<file path="config.mk">
export PLATFORM = sky130hd
export DESIGN_NAME = stream_demux_1ton_flat
export DESIGN_NICKNAME = d
export VERILOG_FILES = /design/src/rtl/stream_demux_pkg.sv /design/src/rtl/stream_demux_if.sv /design/src/rtl/demux_out_reg.sv /design/src/rtl/stream_demux_1ton.sv /design/src/flat_wrapper.sv
export SDC_FILE = /design/constraint.sdc
export NUM_CORES = 1
export LEC_CHECK = 0
export ABC_AREA = 1
export BUFFER_PORTS_ARGS = -buffer_cell sky130_fd_sc_hd__buf_2
export CORE_MARGIN = 2
export CORE_UTILIZATION = 41
export DETAILED_ROUTE_END_ITERATION = 12
export GPL_ROUTABILITY_DRIVEN = 0
export HOLD_SLACK_MARGIN = 0.03
export PLACE_DENSITY = 0.88
export SLEW_MARGIN = 30
export SYNTH_ARGS = -nofsm -noshare
export SYNTH_HDL_FRONTEND = slang
export SYNTH_SLANG_ARGS = --single-unit
</file>
<file path="constraint.sdc">
create_clock -name clk -period 1.6 [get_ports clk]
set_clock_uncertainty 0.15 [all_clocks]
set_input_delay 0.32 -clock clk [delete_from_list [all_inputs] [get_ports clk]]
set_output_delay 0.32 -clock clk [all_outputs]
set_load 0.03 [all_outputs]
</file>
<file path="src/rtl/stream_demux_pkg.sv">
// Shared types and helpers for the 1-to-N stream demultiplexer.
// Holds the packet FSM state encoding and the channel range check.
package stream_demux_pkg;

  typedef enum logic [1:0] {
    IDLE  = 2'd0,
    ROUTE = 2'd1,
    DROP  = 2'd2
  } state_e;

  function automatic logic ch_in_range(input int ch, input int n_out);
    return ch < n_out;
  endfunction

endpackage

</file>
<file path="src/rtl/stream_demux_if.sv">
// Bundle of the demux input stream, per-channel output streams and status.
// slave = demux side, master = producer/consumer side.
interface stream_demux_if #(
  parameter int DATA_W = 8,
  parameter int N_OUT  = 4
);
  localparam int SEL_W = (N_OUT > 1) ? $clog2(N_OUT) : 1;

  logic [DATA_W-1:0]       in_data;
  logic                    in_valid;
  logic                    in_last;
  logic [SEL_W-1:0]        in_sel;
  logic                    in_ready;
  logic [N_OUT*DATA_W-1:0] out_data;
  logic [N_OUT-1:0]        out_valid;
  logic [N_OUT-1:0]        out_last;
  logic [N_OUT-1:0]        out_ready;
  logic                    sel_err;
  logic                    busy;

  modport slave (
    input  in_data, in_valid, in_last, in_sel, out_ready,
    output in_ready, out_data, out_valid, out_last, sel_err, busy
  );

  modport master (
    output in_data, in_valid, in_last, in_sel, out_ready,
    input  in_ready, out_data, out_valid, out_last, sel_err, busy
  );
endinterface

</file>
<file path="src/rtl/demux_out_reg.sv">
// Single-beat output register: holds data, last flag and target channel.
// A load in the same cycle as a drain wins, so the register stays full.
module demux_out_reg #(
  parameter int DATA_W = 8,
  parameter int CH_W   = 2
) (
  input  logic              clk,
  input  logic              rst_n,
  input  logic              load,
  input  logic              drain,
  input  logic [DATA_W-1:0] load_data,
  input  logic              load_last,
  input  logic [CH_W-1:0]   load_ch,
  output logic              buf_valid,
  output logic [DATA_W-1:0] buf_data,
  output logic              buf_last,
  output logic [CH_W-1:0]   buf_ch
);

  logic              valid_q, valid_d;
  logic [DATA_W-1:0] data_q, data_d;
  logic              last_q, last_d;
  logic [CH_W-1:0]   ch_q, ch_d;

  always_comb begin
    valid_d = valid_q;
    data_d  = data_q;
    last_d  = last_q;
    ch_d    = ch_q;
    if (drain) begin
      valid_d = 1'b0;
    end
    if (load) begin
      valid_d = 1'b1;
      data_d  = load_data;
      last_d  = load_last;
      ch_d    = load_ch;
    end
  end

  always_ff @(posedge clk or negedge rst_n) begin
    if (!rst_n) begin
      valid_q <= 1'b0;
      data_q  <= '0;
      last_q  <= 1'b0;
      ch_q    <= '0;
    end else begin
      valid_q <= valid_d;
      data_q  <= data_d;
      last_q  <= last_d;
      ch_q    <= ch_d;
    end
  end

  assign buf_valid = valid_q;
  assign buf_data  = data_q;
  assign buf_last  = last_q;
  assign buf_ch    = ch_q;

endmodule

</file>
<file path="src/rtl/stream_demux_1ton.sv">
// Routes one valid/ready stream to one of N_OUT channels, channel locked per packet.
// Packet FSM, round-robin pointer and one-hot output decode live here.
module stream_demux_1ton #(
  parameter int DATA_W  = 8,
  parameter int N_OUT   = 4,
  parameter int RR_MODE = 0
) (
  input logic           clk,
  input logic           rst_n,
  stream_demux_if.slave bus
);
  import stream_demux_pkg::*;

  localparam int SEL_W = (N_OUT > 1) ? $clog2(N_OUT) : 1;

  state_e            state_q, state_d;
  logic [SEL_W-1:0]  ch_q, ch_d;
  logic [SEL_W-1:0]  rr_q, rr_d;
  logic              sel_err_q, sel_err_d;
  logic [SEL_W-1:0]  pick_ch;
  logic              accept;
  logic              load;
  logic              drain;

  logic              buf_valid;
  logic [DATA_W-1:0] buf_data;
  logic              buf_last;
  logic [SEL_W-1:0]  buf_ch;

  // Only the locked channel's sink can stall the register.
  assign drain        = buf_valid & bus.out_ready[buf_ch];
  assign bus.in_ready = (state_q == DROP) | ~buf_valid | drain;
  assign accept       = bus.in_valid & bus.in_ready;
  assign pick_ch      = (RR_MODE != 0) ? rr_q : bus.in_sel;

  always_comb begin
    state_d   = state_q;
    ch_d      = ch_q;
    rr_d      = rr_q;
    sel_err_d = 1'b0;
    load      = 1'b0;
    case (state_q)
      IDLE: begin
        if (accept) begin
          if (ch_in_range(int'(pick_ch), N_OUT)) begin
            load = 1'b1;
            ch_d = pick_ch;
            if (!bus.in_last) state_d = ROUTE;
          end else begin
            sel_err_d = 1'b1;
            if (!bus.in_last) state_d = DROP;
          end
        end
      end
      ROUTE: begin
        if (accept) begin
          load = 1'b1;
          if (bus.in_last) state_d = IDLE;
        end
      end
      DROP: begin
        if (accept && bus.in_last) state_d = IDLE;
      end
      default: state_d = IDLE;
    endcase
    if ((RR_MODE != 0) && accept && bus.in_last) begin
      rr_d = (rr_q == SEL_W'(N_OUT - 1)) ? '0 : rr_q + 1'b1;
    end
  end

  always_ff @(posedge clk or negedge rst_n) begin
    if (!rst_n) begin
      state_q   <= IDLE;
      ch_q      <= '0;
      rr_q      <= '0;
      sel_err_q <= 1'b0;
    end else begin
      state_q   <= state_d;
      ch_q      <= ch_d;
      rr_q      <= rr_d;
      sel_err_q <= sel_err_d;
    end
  end

  demux_out_reg #(
    .DATA_W (DATA_W),
    .CH_W   (SEL_W)
  ) u_out_reg (
    .clk       (clk),
    .rst_n     (rst_n),
    .load      (load),
    .drain     (drain),
    .load_data (bus.in_data),
    .load_last (bus.in_last),
    .load_ch   (ch_d),
    .buf_valid (buf_valid),
    .buf_data  (buf_data),
    .buf_last  (buf_last),
    .buf_ch    (buf_ch)
  );

  // Data and last are gated so idle channels always read zero.
  for (genvar gi = 0; gi < N_OUT; gi++) begin : g_out
    logic hit;
    assign hit                                 = buf_valid && (buf_ch == SEL_W'(gi));
    assign bus.out_valid[gi]                   = hit;
    assign bus.out_last[gi]                    = hit & buf_last;
    assign bus.out_data[gi*DATA_W +: DATA_W]   = hit ? buf_data : '0;
  end

  assign bus.sel_err = sel_err_q;
  assign bus.busy    = (state_q != IDLE);

endmodule

</file>
<file path="src/flat_wrapper.sv">
// flat-port wrapper written by rule: the top's interface ports become plain ports
module stream_demux_1ton_flat import stream_demux_pkg::*;
#(
  parameter int DATA_W  = 8,
  parameter int N_OUT   = 4,
  parameter int RR_MODE = 0
)
  (clk, rst_n, bus_in_data, bus_in_valid, bus_in_last, bus_in_sel, bus_out_ready, bus_in_ready, bus_out_data, bus_out_valid, bus_out_last, bus_sel_err, bus_busy);
  stream_demux_if #(.DATA_W(DATA_W), .N_OUT(N_OUT)) bus_i ();
  input logic clk;
  input logic rst_n;
  input wire logic [$bits(bus_i.in_data)-1:0] bus_in_data;
  input wire logic [$bits(bus_i.in_valid)-1:0] bus_in_valid;
  input wire logic [$bits(bus_i.in_last)-1:0] bus_in_last;
  input wire logic [$bits(bus_i.in_sel)-1:0] bus_in_sel;
  input wire logic [$bits(bus_i.out_ready)-1:0] bus_out_ready;
  output wire logic [$bits(bus_i.in_ready)-1:0] bus_in_ready;
  output wire logic [$bits(bus_i.out_data)-1:0] bus_out_data;
  output wire logic [$bits(bus_i.out_valid)-1:0] bus_out_valid;
  output wire logic [$bits(bus_i.out_last)-1:0] bus_out_last;
  output wire logic [$bits(bus_i.sel_err)-1:0] bus_sel_err;
  output wire logic [$bits(bus_i.busy)-1:0] bus_busy;
  assign bus_i.in_data = bus_in_data;
  assign bus_i.in_valid = bus_in_valid;
  assign bus_i.in_last = bus_in_last;
  assign bus_i.in_sel = bus_in_sel;
  assign bus_i.out_ready = bus_out_ready;
  assign bus_in_ready = bus_i.in_ready;
  assign bus_out_data = bus_i.out_data;
  assign bus_out_valid = bus_i.out_valid;
  assign bus_out_last = bus_i.out_last;
  assign bus_sel_err = bus_i.sel_err;
  assign bus_busy = bus_i.busy;
  stream_demux_1ton #(.DATA_W(DATA_W), .N_OUT(N_OUT), .RR_MODE(RR_MODE)) u_core (.clk(clk), .rst_n(rst_n), .bus(bus_i));
endmodule
</file>
==> results of run 1 <==
==> repair_timing <==
item / in CTS
setup endpoints to repair: 47
hold endpoints to repair: 15
gates cloned: 5
pin swaps: 10
buffers inserted: 16
resized for setup: 106
hold buffers: 1
==> cells by family after synthesis <==
kind of cell           Yosys count  share of synthesized area [%]
AND/OR/NAND/NOR                 73                          34.83
buffers and inverters           30                          15.76
flip-flops                      15                          39.74
AO/OA/AOI/OAI                   10                          9.271
other                            1                         0.3970
==> stage by stage <==
stage,hold WS (ns),cells,utilization [%]
global placement,0.08217,221,67.68
CTS,0.08294,246,92.18
detailed placement,0.09033,221,67.68
floorplan,-0.1256,129,-
==> results by group, run 1 <==
Outcome
  • Status: stopped before the end
  • Failed at: global routing
  • Stop err: [ERROR DPL-0038] Utilization greater than 100%, impossible to legalize

Synth
  • Top-area cell type share of the netlist area: 39.74%
  • Synth Register Bits: 15
  • Netlist cell types: 19
  • Ys flop type: dfrtp_1
  • Largest area contributor in the netlist: dfrtp_1
  • Ys async rst share: between 90% and 100%
  • Net count after synthesis: 147
  • Cells after Synth: 129
  • Most numerous cell in the Yosys netlist: nor2_1
  • Post-synthesis sequential area ratio: 39.74%
  • Synth top area cells: dfrtp_1 40%, nor2_1 14%, o21ai_2 9.3%, nand2_1 8.7%, inv_1 6.8%
  • Synth cell count leaders: 36 x nor2_1, 22 x nand2_1, 17 x inv_1
  • Ys Warns: 0
  • Post-Syn Area per Cell: 7.323 µm²
  • Post-synth EDFFs: 0
  • Post-Syn Area: 944.7 µm²

Floorplanning
  • Die W: between 50 and 60 µm
  • DIE HEIGHT: 52 µm
  • # IOs: 61
  • Row count: 17
  • Initial Util: 43.12%

Clocking
  • Root buf cell: clkbuf_4
  • Longest Clk Path Bufs: 2
  • Clk sinks: 15
  • Total CTS buffers: 3
  • H-tree lvl count: 1

Global route
  • Largest net degree at the start of global routing: 16

Placed design
  • Cell Area, Placed: 0.001483 mm²
  • Worst Setup Slack post-DPL: -0.2208 ns
  • Port Buffers: slightly below 60
  • DP HPWL: 2.193 mm

Timing
  • Post-GRT worst EP: bus_out_data[15]
  • Worst_ep kind: top-level output
==> run 2: changes to the inputs <==
--- a/config.mk
+++ b/config.mk
@@ -7,12 +7,11 @@
 export LEC_CHECK = 0
 export ABC_AREA = 1
 export BUFFER_PORTS_ARGS = -buffer_cell sky130_fd_sc_hd__buf_2
-export CORE_MARGIN = 2
-export CORE_UTILIZATION = 41
+export CORE_AREA = 2 2 63 65
 export DETAILED_ROUTE_END_ITERATION = 12
+export DIE_AREA = 0 0 65 67
 export GPL_ROUTABILITY_DRIVEN = 0
-export HOLD_SLACK_MARGIN = 0.03
-export PLACE_DENSITY = 0.88
+export PLACE_DENSITY_LB_ADDON = 0.15
 export SLEW_MARGIN = 30
 export SYNTH_ARGS = -nofsm -noshare
 export SYNTH_HDL_FRONTEND = slang
==> run 2 against run 1 <==
Against the previous run: the flow now finishes, with violations (negative setup slack); synthesized area is the same; synthesized cell count is the same.
==> results by group, run 2 <==
Synth
  • Post-synth EDFFs: 0 (unchanged)
  • Post-Syn Area per Cell: 7.323 µm² (unchanged)
  • Synth Register Bits: 15 (unchanged)
  • Ys Warns: 0 (unchanged)
  • Netlist cell types: 19 (unchanged)
  • Largest area contributor in the netlist: dfrtp_1
  • Post-synthesis sequential area ratio: 39.74% (unchanged)
  • Synth cell count leaders: 36 x nor2_1, 22 x nand2_1, 17 x inv_1
  • Net count after synthesis: 147 (unchanged)
  • Ys flop type: dfrtp_1
  • Cells after Synth: 129 (unchanged)
  • Ys async rst share: 100.0% (unchanged)
  • Most numerous cell in the Yosys netlist: nor2_1
  • Post-Syn Area: 944.7 µm² (unchanged)
  • Synth top area cells: dfrtp_1 40%, nor2_1 14%, o21ai_2 9.3%, nand2_1 8.7%, inv_1 6.8%
  • Top-area cell type share of the netlist area: 39.74% (unchanged)

Global route
  • Largest net degree at the start of global routing: 16
  • First-pass GRT wire length: between 5 and 6 mm
  • GRT Util Overall: 14.99%
  • Initial antenna violation count: 0
  • Vias in the first global route: ~1,100
  • GRT overflow: 0

Timing
  • F_max: around 0.5 GHz
  • Hold Vio Cnt, Final: 0
  • Hold WS: 0.1272 ns
  • RSZ-0062 raised after global routing: true
  • # setup viols final: between 50 and 60
  • Min setup slack post-route: -0.4269 ns
  • Slew Limit Fails: 0
  • Setup Total Neg Slack: -16.58 ns
  • Min Tclk post-route: just over 2 ns
  • Period utilization: 126.7%

Floorplanning
  • Area of the die: about 0.0044 mm²
  • DIE HEIGHT: 67 µm (+29%)
  • Row count: 22 (+5)
  • # IOs: 61 (unchanged)
  • Die W: 65 µm (+25%)
  • CORE AREA: around 0.0036 mm²
  • Initial Util: 26.20% (-17 points)

Detailed routing
  • Detailed Route Iter0 Violations: 12
  • TritonRoute pass-1 iters: 4
  • DRT antenna net count: 0
  • Wire per inst: about 12 µm
  • Detailed Route WL: 3.307 mm
  • Vias per inst: 4.265
  • DRC: 0
  • Total number of vias: around 1,100

Critical path
  • Setup crit start kind: flip-flop
  • Peak fanout along the critical path: 9
  • Worst R2R Start: u_core.u_out_reg.buf_ch[0]
  • Crit end category: output port
  • Reg2reg path depth: 13
  • CP arrival: around 1.6 ns
  • Critical path type: reg -> out
  • Flop2flop setup slack: -0.20 ns
  • R2R Path End: u_core.u_out_reg.buf_data[4]
  • Critical path data required time: around 1.1 ns

Final layout
  • Post-layout instance area: around 0.0022 mm²
  • Most common cell after layout, fill and taps aside: buf_6
  • Most frequent cells in the layout: 50 x buf_6, 23 x nor2_4, 19 x buf_4, 18 x buf_2, 16 x inv_1
  • Antenna diodes: 0
  • Area Overhead vs Synth: 137.9%
  • Multi-input gate area: 739.5 µm²
  • Finished Core Util: 62.32%
  • Fill cells: 301
  • Final net count: roughly 240
  • Final cell count without fillers: 268
  • FF+latch area: between 300 and 400 µm²
  • Max reg flops: 8
  • Layout cells sized above 1: 79.09%

Placed design
  • Cell Area, Placed: 0.001543 mm² (+4.1%)
  • Port Buffers: 59 (unchanged)
  • DP Cell Count: 244 (+10%)
  • DP HPWL: 2.145 mm (-2.2%)
  • Worst Setup Slack post-DPL: -0.2091 ns (+0.01165 ns)

Clocking
  • Total CTS buffers: 3 (unchanged)
  • Clock transition at the registers of the reported paths: roughly 0.06 ns
  • Clk Latency, worst-skew pair: 0.25 ns
  • Root buf cell: clkbuf_8
  • Longest Clk Path Bufs: 2 (unchanged)
  • Clk sinks: 15 (unchanged)
  • H-tree lvl count: 1 (unchanged)
  • CTS tree: built

Min path
  • WHS Path Cells: 3
  • Min-Delay Startpoint: bus_in_data[2]
  • Hold Path Sink: u_core.u_out_reg.buf_data[2]
  • HP Class: in -> reg

Power
  • PD cells: between 2000 and 2500 mW/mm²
  • Design Power: 4.744 mW
  • Leak: 1.062 nW
  • VDD IR max: roughly 0.90 mV

Outcome
  • Status: complete, but fails checks
  • Violated checks: negative setup slack

Job
  • # Max-Cap Violations: 0
## run 2: cell type report
class / count / area share [%]
clock buffer: 3 / 1.837
clock inverter: 1 / 0.2227
inverter: 23 / 5.512
multi-input combinational: 84 / 32.91
sequential: 15 / 16.76
tap: 48 / 2.673
timing repair buffer: 91 / 38.75
timing repair inverter: 3 / 1.336
## run 2: power breakdown
| part | switching [mW] | internal (mW) |
|---|---|---|
| logic | 2.18 | 1.59 |
| registers | 0.0968 | 0.567 |
| clock network | 0.137 | 0.172 |
## run 2: worst max-delay path: stages (launching register included)
cell     delay, ns
dfrtp_1       0.43
buf_4         0.15
buf_4         0.13
nor3_4        0.20
inv_4         0.10
nor2_1        0.12
buf_4         0.17
## run 2: repair_timing
| action | in CTS | in global routing |
|---|---|---|
| gates resized for setup | 107 | 39 |
| gates cloned | 3 | 1 |
| endpoints found under the hold margin | 15 | 0 |
| setup endpoints to repair | 48 | 56 |
| pin swaps | 2 | 17 |
| setup buffers | 13 | 4 |
| hold buffers | 1 | 0 |
## run 2: worst max path at each step
stage                                    start                to  depth (start not counted)
floorplan           u_core.u_out_reg.buf_ch[0]  bus_out_data[10]                          4
global placement    u_core.u_out_reg.buf_ch[0]   bus_out_data[0]                          4
detailed placement  u_core.u_out_reg.buf_ch[1]  bus_out_data[29]                          5
CTS                 u_core.u_out_reg.buf_ch[1]  bus_out_data[24]                          5
global route        u_core.u_out_reg.buf_ch[1]   bus_out_last[3]                          5
finish              u_core.u_out_reg.buf_ch[1]   bus_out_last[1]                          6
## run 2: cell families after synthesis
| family | synth area share [%] |
|---|---|
| AO/OA/AOI/OAI | 9.271 |
| buffers and inverters | 15.76 |
| flip-flops | 39.74 |
| other | 0.3970 |
| AND/OR/NAND/NOR | 34.83 |
## run 2: per-layer routing
| layer | global-route usage, % | share of wire (%) |
|---|---|---|
| met2 | 28.35 | 54 |
| met5 | 0 | 0 |
| met1 | 17.31 | 41 |
| met3 | 1.520 | 4.3 |
| met4 | 5.585 | 1.1 |
Power figures use the tool's default switching activity.
==> run 3: changes to the inputs <==
--- a/config.mk
+++ b/config.mk
@@ -6,7 +6,7 @@
 export NUM_CORES = 1
 export LEC_CHECK = 0
 export ABC_AREA = 1
-export BUFFER_PORTS_ARGS = -buffer_cell sky130_fd_sc_hd__buf_2
+export BUFFER_PORTS_ARGS = -buffer_cell sky130_fd_sc_hd__buf_4
 export CORE_AREA = 2 2 63 65
 export DETAILED_ROUTE_END_ITERATION = 12
 export DIE_AREA = 0 0 65 67
==> run 3 against run 2 <==
Against the previous run: the run still ends with negative setup slack left; critical endpoint is now bus_out_data[26]; highest routed layer unchanged; critical path type unchanged; die area stayed put; sequential share of layout area is 1.4 points higher; combinational power is 11% lower.
==> results by group, run 3 (synthesis gave the netlist of run 2 again) <==
Clocking
  • CTS tree: built
  • Clk sinks: 15 (unchanged)
  • Total CTS buffers: 3 (unchanged)
  • Root buf cell: clkbuf_8
  • Longest Clk Path Bufs: 2 (unchanged)
  • Clock transition at the registers of the reported paths: 0.06 ns (about the same)
  • H-tree lvl count: 1 (unchanged)
  • Clk Latency, worst-skew pair: 0.24 ns (about the same)

Final layout
  • Layout cells sized above 1: 72.04% (-7.1 points)
  • Antenna diodes: 0 (unchanged)
  • Final cell count without fillers: 259 (-3.4%)
  • Max reg flops: 8 (unchanged)
  • Most frequent cells in the layout: 46 x buf_4, 34 x buf_6, 28 x nor2_4, 19 x nand2_1, 15 x inv_1
  • Most common cell after layout, fill and taps aside: buf_4
  • Post-layout instance area: 0.002073 mm² (-7.7%)
  • Area Overhead vs Synth: 119.5%
  • Final net count: 230 (-3.8%)

Detailed routing
  • DRC: 0 (unchanged)
  • Wire per inst: 11.76 µm (-4.7%)
  • Detailed Route Iter0 Violations: 21 (+9)
  • Detailed Route WL: 3.047 mm (-7.9%)
  • TritonRoute pass-1 iters: 4 (unchanged)
  • DRT antenna net count: 0 (unchanged)
  • Total number of vias: 1,077 (-5.8%)
  • Vias per inst: 4.158 (-2.5%)

Placed design
  • Cell Area, Placed: 0.001698 mm² (+10%)
  • DP HPWL: 2.211 mm (+3.1%)
  • DP Cell Count: 245 (+0.41%)
  • Port Buffers: 59 (unchanged)

Floorplanning
  • Row count: 22 (unchanged)
  • Area of the die: 0.004355 mm² (unchanged)
  • Die W: 65 µm (unchanged)
  • CORE AREA: 0.003606 mm² (unchanged)
  • Initial Util: 26.20% (unchanged)
  • DIE HEIGHT: 67 µm (unchanged)
  • # IOs: 61 (unchanged)

Critical path
  • Worst path slowest cell: dfrtp_2
  • Critical path's largest stage delay: 0.46 ns (+0.03 ns)
  • Crit path to: bus_out_data[26]
  • R2R Path End: u_core.u_out_reg.buf_data[5]
  • Reg2reg path depth: 10 (-3)
  • Crit path from: u_core.u_out_reg.buf_ch[0]
  • CP Cell Sequence: inv_4 > nor3_4 > clkinvlp_4 > nor2_4 > buf_6
  • Worst R2R Start: u_core.u_out_reg.buf_ch[0]
  • Flop2flop setup slack: -0.03 ns (+0.17 ns)
  • Critical path type: reg -> out
  • Peak fanout along the critical path: 5 (-4)
  • CP arrival: 1.55 ns (about the same)
  • Crit end category: output port
  • Critical path data required time: 1.13 ns (about the same)
  • Setup crit start kind: flip-flop

Global route
  • Largest net degree at the start of global routing: 16 (unchanged)
  • First-pass GRT wire length: 4.457 mm (-11%)
  • Vias in the first global route: 968 (-8.8%)
  • GRT overflow: 0 (unchanged)
  • GRT Util Overall: 13.41% (-1.6 points)
  • Initial antenna violation count: 0 (unchanged)

Outcome
  • Status: complete, but fails checks
  • Violated checks: negative setup slack

Power
  • Design Power: 4.310 mW (-9.2%)
  • PD cells: 2079 mW/mm² (-1.5%)
  • Clk pwr share: 7.0% (+0.5 points)
  • Logic pwr share: 77.4% (-2.1 points)
  • Sw Pwr: 2.252 mW (-6.7%)
  • Flop pwr share: 15.6% (+1.6 points)
  • Internal power: 2.058 mW (-12%)
  • Switching share of power: 52.25% (+1.4 points)
  • Leak: 0.9649 nW (-9.1%)
  • VDD IR max: 0.6379 mV (-29%)

Timing
  • Setup Total Neg Slack: -13.84 ns (+2.738 ns)
  • Hold Vio Cnt, Final: 0 (unchanged)
  • Period utilization: 126.5% (-0.19 points)
  • F_max: 0.4941 GHz (+0.15%)
  • # setup viols final: 47 (-16%)
  • Min Tclk post-route: 2.024 ns (-0.003044 ns)
  • RSZ-0062 raised after global routing: true
  • Min setup slack post-route: -0.4238 ns (+0.003044 ns)
  • Slew Limit Fails: 0 (unchanged)

Min path
  • HP Class: in -> reg
  • WHS Path Cells: 3 (unchanged)

Job
  • # Max-Cap Violations: 0 (unchanged)
run 3: cell types whose count changed in the layout (fill, tap and decap cells not counted), sizes merged:
cell,change
buf,-8
clkinv,-2
clkinvlp,+2
bufinv,+1
clkbuf,-1
inv,-1
run 3: area by class of cell:
| class | count | area [µm²] |
|---|---|---|
| Fill cell | 326 | 1533 |
| Timing Repair Buffer | 82 | 758.2 |
| Multi-Input combinational cell | 84 | 686.9 |
| Sequential cell | 15 | 376.6 |
| Inverter | 23 | 122.6 |
| Tap cell | 48 | 60.06 |
| Clock buffer | 3 | 41.29 |
| Timing Repair inverter | 3 | 22.52 |
| Clock inverter | 1 | 5.005 |
run 3: worst min path at each step:
stage                                   endpoint            from
global route        u_core.u_out_reg.buf_data[4]  bus_in_data[4]
global placement      u_core.u_out_reg.buf_valid           rst_n
detailed placement                u_core.ch_q[0]           rst_n
finish              u_core.u_out_reg.buf_data[4]  bus_in_data[4]
floorplan                         u_core.ch_q[0]           rst_n
CTS                 u_core.u_out_reg.buf_data[4]  bus_in_data[4]
run 3: power by group through the flow:
stage / logic [mW] / registers (mW) / clock network (mW)
floorplan: 1.82 / 0.679 / 0
global placement: 2.68 / 0.654 / 0
detailed placement: 2.70 / 0.662 / 0
CTS: 2.97 / 0.666 / 0.314
global route: 3.54 / 0.687 / 0.335
finish: 3.34 / 0.673 / 0.300
run 3: metrics by stage:
| stage | hold slack, ns | util [%] | worst slack [ns] |
|---|---|---|---|
| 6_report | 0.1320 | 57.49 | -0.4238 |
| 5_1_grt | 0.1302 | 57.49 | -0.4806 |
| 4_1_cts | 0.1272 | 52.32 | -0.4360 |
| 3_5_place_dp | 0.03988 | 47.09 | -0.1730 |
| 3_3_place_gp | 0.03628 | 47.09 | -0.1442 |
| 2_1_floorplan | -0.1256 | - | -0.1305 |
run 3: worst max-delay path, delay by kind of cell (launching register included):
kind,cells,cell delay (ns)
DFF,1,0.46
buffers and inverters,3,0.46
and+or+nand+nor,2,0.39
run 3: timing repair:
item,CTS,global route
cloned,3,0
hold buffers,1,0
buffers inserted,3,4
gates resized for setup,26,45
pin swaps,3,5
endpoints found under the hold margin,15,0
endpoints found under the setup margin,47,55
run 3: routing by layer:
layer | share of wire, % | wire length, µm | GRT usage, %
met4 | 0.66 | 20 | 5.585
met3 | 4.9 | 150 | 2.027
met2 | 52 | 1596 | 23.71
met1 | 42 | 1279 | 16.15
met5 | 0 | 0 | 0
==> run 4: changes to the inputs <==
--- a/config.mk
+++ b/config.mk
@@ -15,4 +15,5 @@
 export SLEW_MARGIN = 30
 export SYNTH_ARGS = -nofsm -noshare
 export SYNTH_HDL_FRONTEND = slang
+export SYNTH_HIERARCHICAL = 1
 export SYNTH_SLANG_ARGS = --single-unit
==> constraint.sdc (replaced) <==
create_clock -name clk -period 1.6 [get_ports clk]
set_clock_uncertainty 0.15 [all_clocks]
set_input_delay 0.32 -clock clk [delete_from_list [all_inputs] [get_ports clk]]
set_output_delay 0.32 -clock clk [all_outputs]
set_load 0.1 [all_outputs]
==> run 4 against run 3 <==
Against the previous run: the flow still finishes with violations (negative setup slack); core utilization rose by 9.1 points; routed wire length grew 16%; via count grew 5.3%; global-route usage up 4.2 points; synthesized cell count is 7.8% higher; final cell count rose by 3.1%; largest cell class unchanged.
==> results by group, run 4 <==
Outcome
  • Status: complete, but fails checks
  • Violated checks: negative setup slack

Detailed routing
  • TritonRoute pass-1 iters: 4 (unchanged)
  • Wire per inst: 13.21 µm (+12%)
  • Detailed Route Iter0 Violations: 27 (+29%)
  • DRC: 0 (unchanged)
  • Total number of vias: 1,134 (+5.3%)
  • DRT antenna net count: 0 (unchanged)
  • Detailed Route WL: 3.528 mm (+16%)
  • Vias per inst: 4.247 (+2.1%)

Final layout
  • Final cell count without fillers: 267 (+3.1%)
  • Fill cells: 277 (-15%)
  • FF+latch area: 376.6 µm² (unchanged)
  • Max reg flops: 8 (unchanged)
  • Layout cells sized above 1: 69.86% (-2.2 points)
  • Final net count: 238 (+3.5%)
  • Multi-input gate area: 759.5 µm² (+11%)
  • Finished Core Util: 66.62% (+9.1 points)
  • Most frequent cells in the layout: 36 x nor2_4, 34 x nand2_1, 29 x buf_4, 22 x buf_12, 20 x buf_6
  • Area Overhead vs Synth: 161.2%
  • Antenna diodes: 0 (unchanged)
  • Most common cell after layout, fill and taps aside: nor2_4

Clocking
  • Clk Latency, worst-skew pair: 0.24 ns (about the same)
  • CTS tree: built
  • Root buf cell: clkbuf_8
  • H-tree lvl count: 1 (unchanged)
  • Clk sinks: 15 (unchanged)
  • Total CTS buffers: 3 (unchanged)
  • Clock transition at the registers of the reported paths: 0.06 ns (about the same)
  • Longest Clk Path Bufs: 2 (unchanged)

Floorplanning
  • CORE AREA: 0.003606 mm² (unchanged)
  • Die W: 65 µm (unchanged)
  • DIE HEIGHT: 67 µm (unchanged)
  • Initial Util: 25.50% (-0.69 points)
  • Area of the die: 0.004355 mm² (unchanged)
  • # IOs: 61 (unchanged)
  • Row count: 22 (unchanged)

Timing
  • RSZ-0062 raised after global routing: true
  • Setup Total Neg Slack: -16.76 ns (-2.916 ns)
  • Slew Limit Fails: 0 (unchanged)
  • Period utilization: 124.9% (-1.5 points)
  • # setup viols final: 56 (+19%)
  • Min setup slack post-route: -0.3992 ns (+0.02465 ns)
  • Hold Vio Cnt, Final: 0 (unchanged)
  • F_max: 0.5002 GHz (+1.2%)
  • Min Tclk post-route: 1.999 ns (-0.02465 ns)

Synth
  • Adder-Cell Fraction of Synth Area: 0% (unchanged)
  • Synth top area cells: dfrtp_1 41%, nand2_1 19%, nor2_1 15%, inv_1 5.3%, buf_4 4.9%
  • Synth Area in Simple Gates: 43.40% (+8.6 points)
  • Synth Register Bits: 15 (unchanged)
  • Top-area cell type share of the netlist area: 40.82% (+1.1 points)
  • Largest area contributor in the netlist: dfrtp_1
  • Post-Syn Area: 919.6 µm² (-2.6%)
  • Post-Syn Area per Cell: 6.616 µm² (-9.7%)
  • Ys async rst share: 100.0% (unchanged)
  • Synth cell count leaders: 47 x nand2_1, 37 x nor2_1, 15 x dfrtp_1
  • Cells after Synth: 139 (+7.8%)
  • XOR/XNOR share of the synthesized area: 0% (unchanged)
  • Most numerous cell in the Yosys netlist: nand2_1
  • Netlist cell types: 15 (-4)
  • Largest family of logic cells by synthesized area: simple AND/OR/NAND/NOR gates
  • Ys flop type: dfrtp_1
  • Share of synthesized area spent on multiplexers: 0% (unchanged)
  • Ys Warns: 6 (+6)
  • Post-synthesis sequential area ratio: 40.82% (+1.1 points)
  • Synth Area in Compound Gates: 1.088% (-8.2 points)
  • Post-synth EDFFs: 0 (unchanged)
  • Net count after synthesis: 157 (+6.8%)

Critical path
  • Critical path type: reg -> out
  • Crit end category: output port
  • Peak fanout along the critical path: 9 (+4)
  • Worst path bufs/invs: 3 (unchanged)
  • Critical path's top delay family: buffers and inverters
  • Critical path's largest stage delay: 0.41 ns (-0.05 ns)
  • Worst path slowest cell: dfrtp_1
  • Crit path from: u_core/u_out_reg/buf_ch[0]
  • Worst R2R Start: u_core/u_out_reg/buf_ch[0]
  • CP Cell Sequence: inv_2 > nor3_2 > inv_4 > nor2_4 > buf_8
  • Setup crit start kind: flip-flop
  • CP arrival: 1.53 ns (-0.02 ns)
  • Critical path data required time: 1.13 ns (about the same)

Min path
  • Min-Delay Startpoint: bus_in_last
  • HP Class: in -> reg

Job
  • # Max-Cap Violations: 0 (unchanged)

Global route
  • Largest net degree at the start of global routing: 16 (unchanged)
  • First-pass GRT wire length: 5.816 mm (+30%)
  • Initial antenna violation count: 0 (unchanged)
  • Vias in the first global route: 1,191 (+23%)
  • GRT Util Overall: 17.57% (+4.2 points)
  • GRT overflow: 0 (unchanged)

Placed design
  • DP Cell Count: 251 (+2.4%)
  • Port Buffers: 59 (unchanged)
  • Worst Setup Slack post-DPL: -0.1837 ns (-0.01067 ns)
  • DP HPWL: 2.220 mm (+0.42%)
-- run 4: cell types whose count changed after synthesis, moves of 2 or more --
cell     delta
nor3_1      -4
nand2_1    +25
o21ai_2    -10
nor3_2      +3
inv_2       +3
inv_1       -4
nand3_2     -2
and2_1      -2
-- run 4: cell families (layout without fill, tap and decap cells) --
family,after synthesis,in the layout
AO/OA/AOI/OAI,2,2
other,1,1
AND/OR/NAND/NOR,94,94
buffers and inverters,27,107
flip-flops,15,15
-- run 4: area by class of cell --
type	instances	share of cell area [%]
repair buffers	81	42.81
multi-input cells	97	31.61
flip-flops and latches	15	15.68
inverters	20	4.375
well taps	48	2.500
clock buffers	4	1.875
repair inverters	2	1.146
-- run 4: what timing repair did --
item	4_1_cts	5_1_grt
setup buffers	6	4
endpoints found under the hold margin	15	0
pin swaps	5	8
hold buffers	1	0
gates cloned	2	0
resized for setup	110	25
setup endpoints to repair	53	56
-- run 4: per-stage QoR --
stage,area [µm²],hold slack [ns]
6_report,2402,0.1055
5_1_grt,2402,0.1013
4_1_cts,2293,0.1055
3_5_place_dp,1759,0.04032
3_3_place_gp,1759,0.03648
2_1_floorplan,1214,-0.1256
-- run 4: metal layers --
metal	wire, µm	share of wire [%]	global-route usage (%)
met1	1438	41	21.52
met2	1843	52	31.70
met3	226	6.4	2.872
met4	20	0.57	4.787
met5	0	0	0
-- run 4: final timing paths --
path	depth (start not counted)	slack [ns]	to
worst max register to register	13	-0.25	u_core/u_out_reg/buf_last
worst min register to register	2	0.32	u_core/u_out_reg/buf_data[0]
worst max-delay path	5	-0.40	bus_out_data[11]
min in group asynchronous	2	0.32	u_core/u_out_reg/buf_valid
max in group asynchronous	2	0.78	u_core/u_out_reg/buf_ch[1]
worst min-delay path	2	0.11	u_core/state_q[0]
-- run 4: worst reg2reg max path, cell delays in order, from the launching register on --
cell	delay, ns
dfrtp_1	0.42
buf_6	0.13
buf_6	0.10
buf_6	0.11
nand2_2	0.06
nand2_2	0.06
nand2_2	0.08
nand3_4	0.09
buf_6	0.15
nand2_8	0.07
inv_8	0.06
buf_12	0.13
nand2_1	0.06
nand2_1	0.05
Power of run 4 is left out: the tool's default activity adds up to more than one toggle a clock period on the data nets, which glitch-free logic cannot reach.
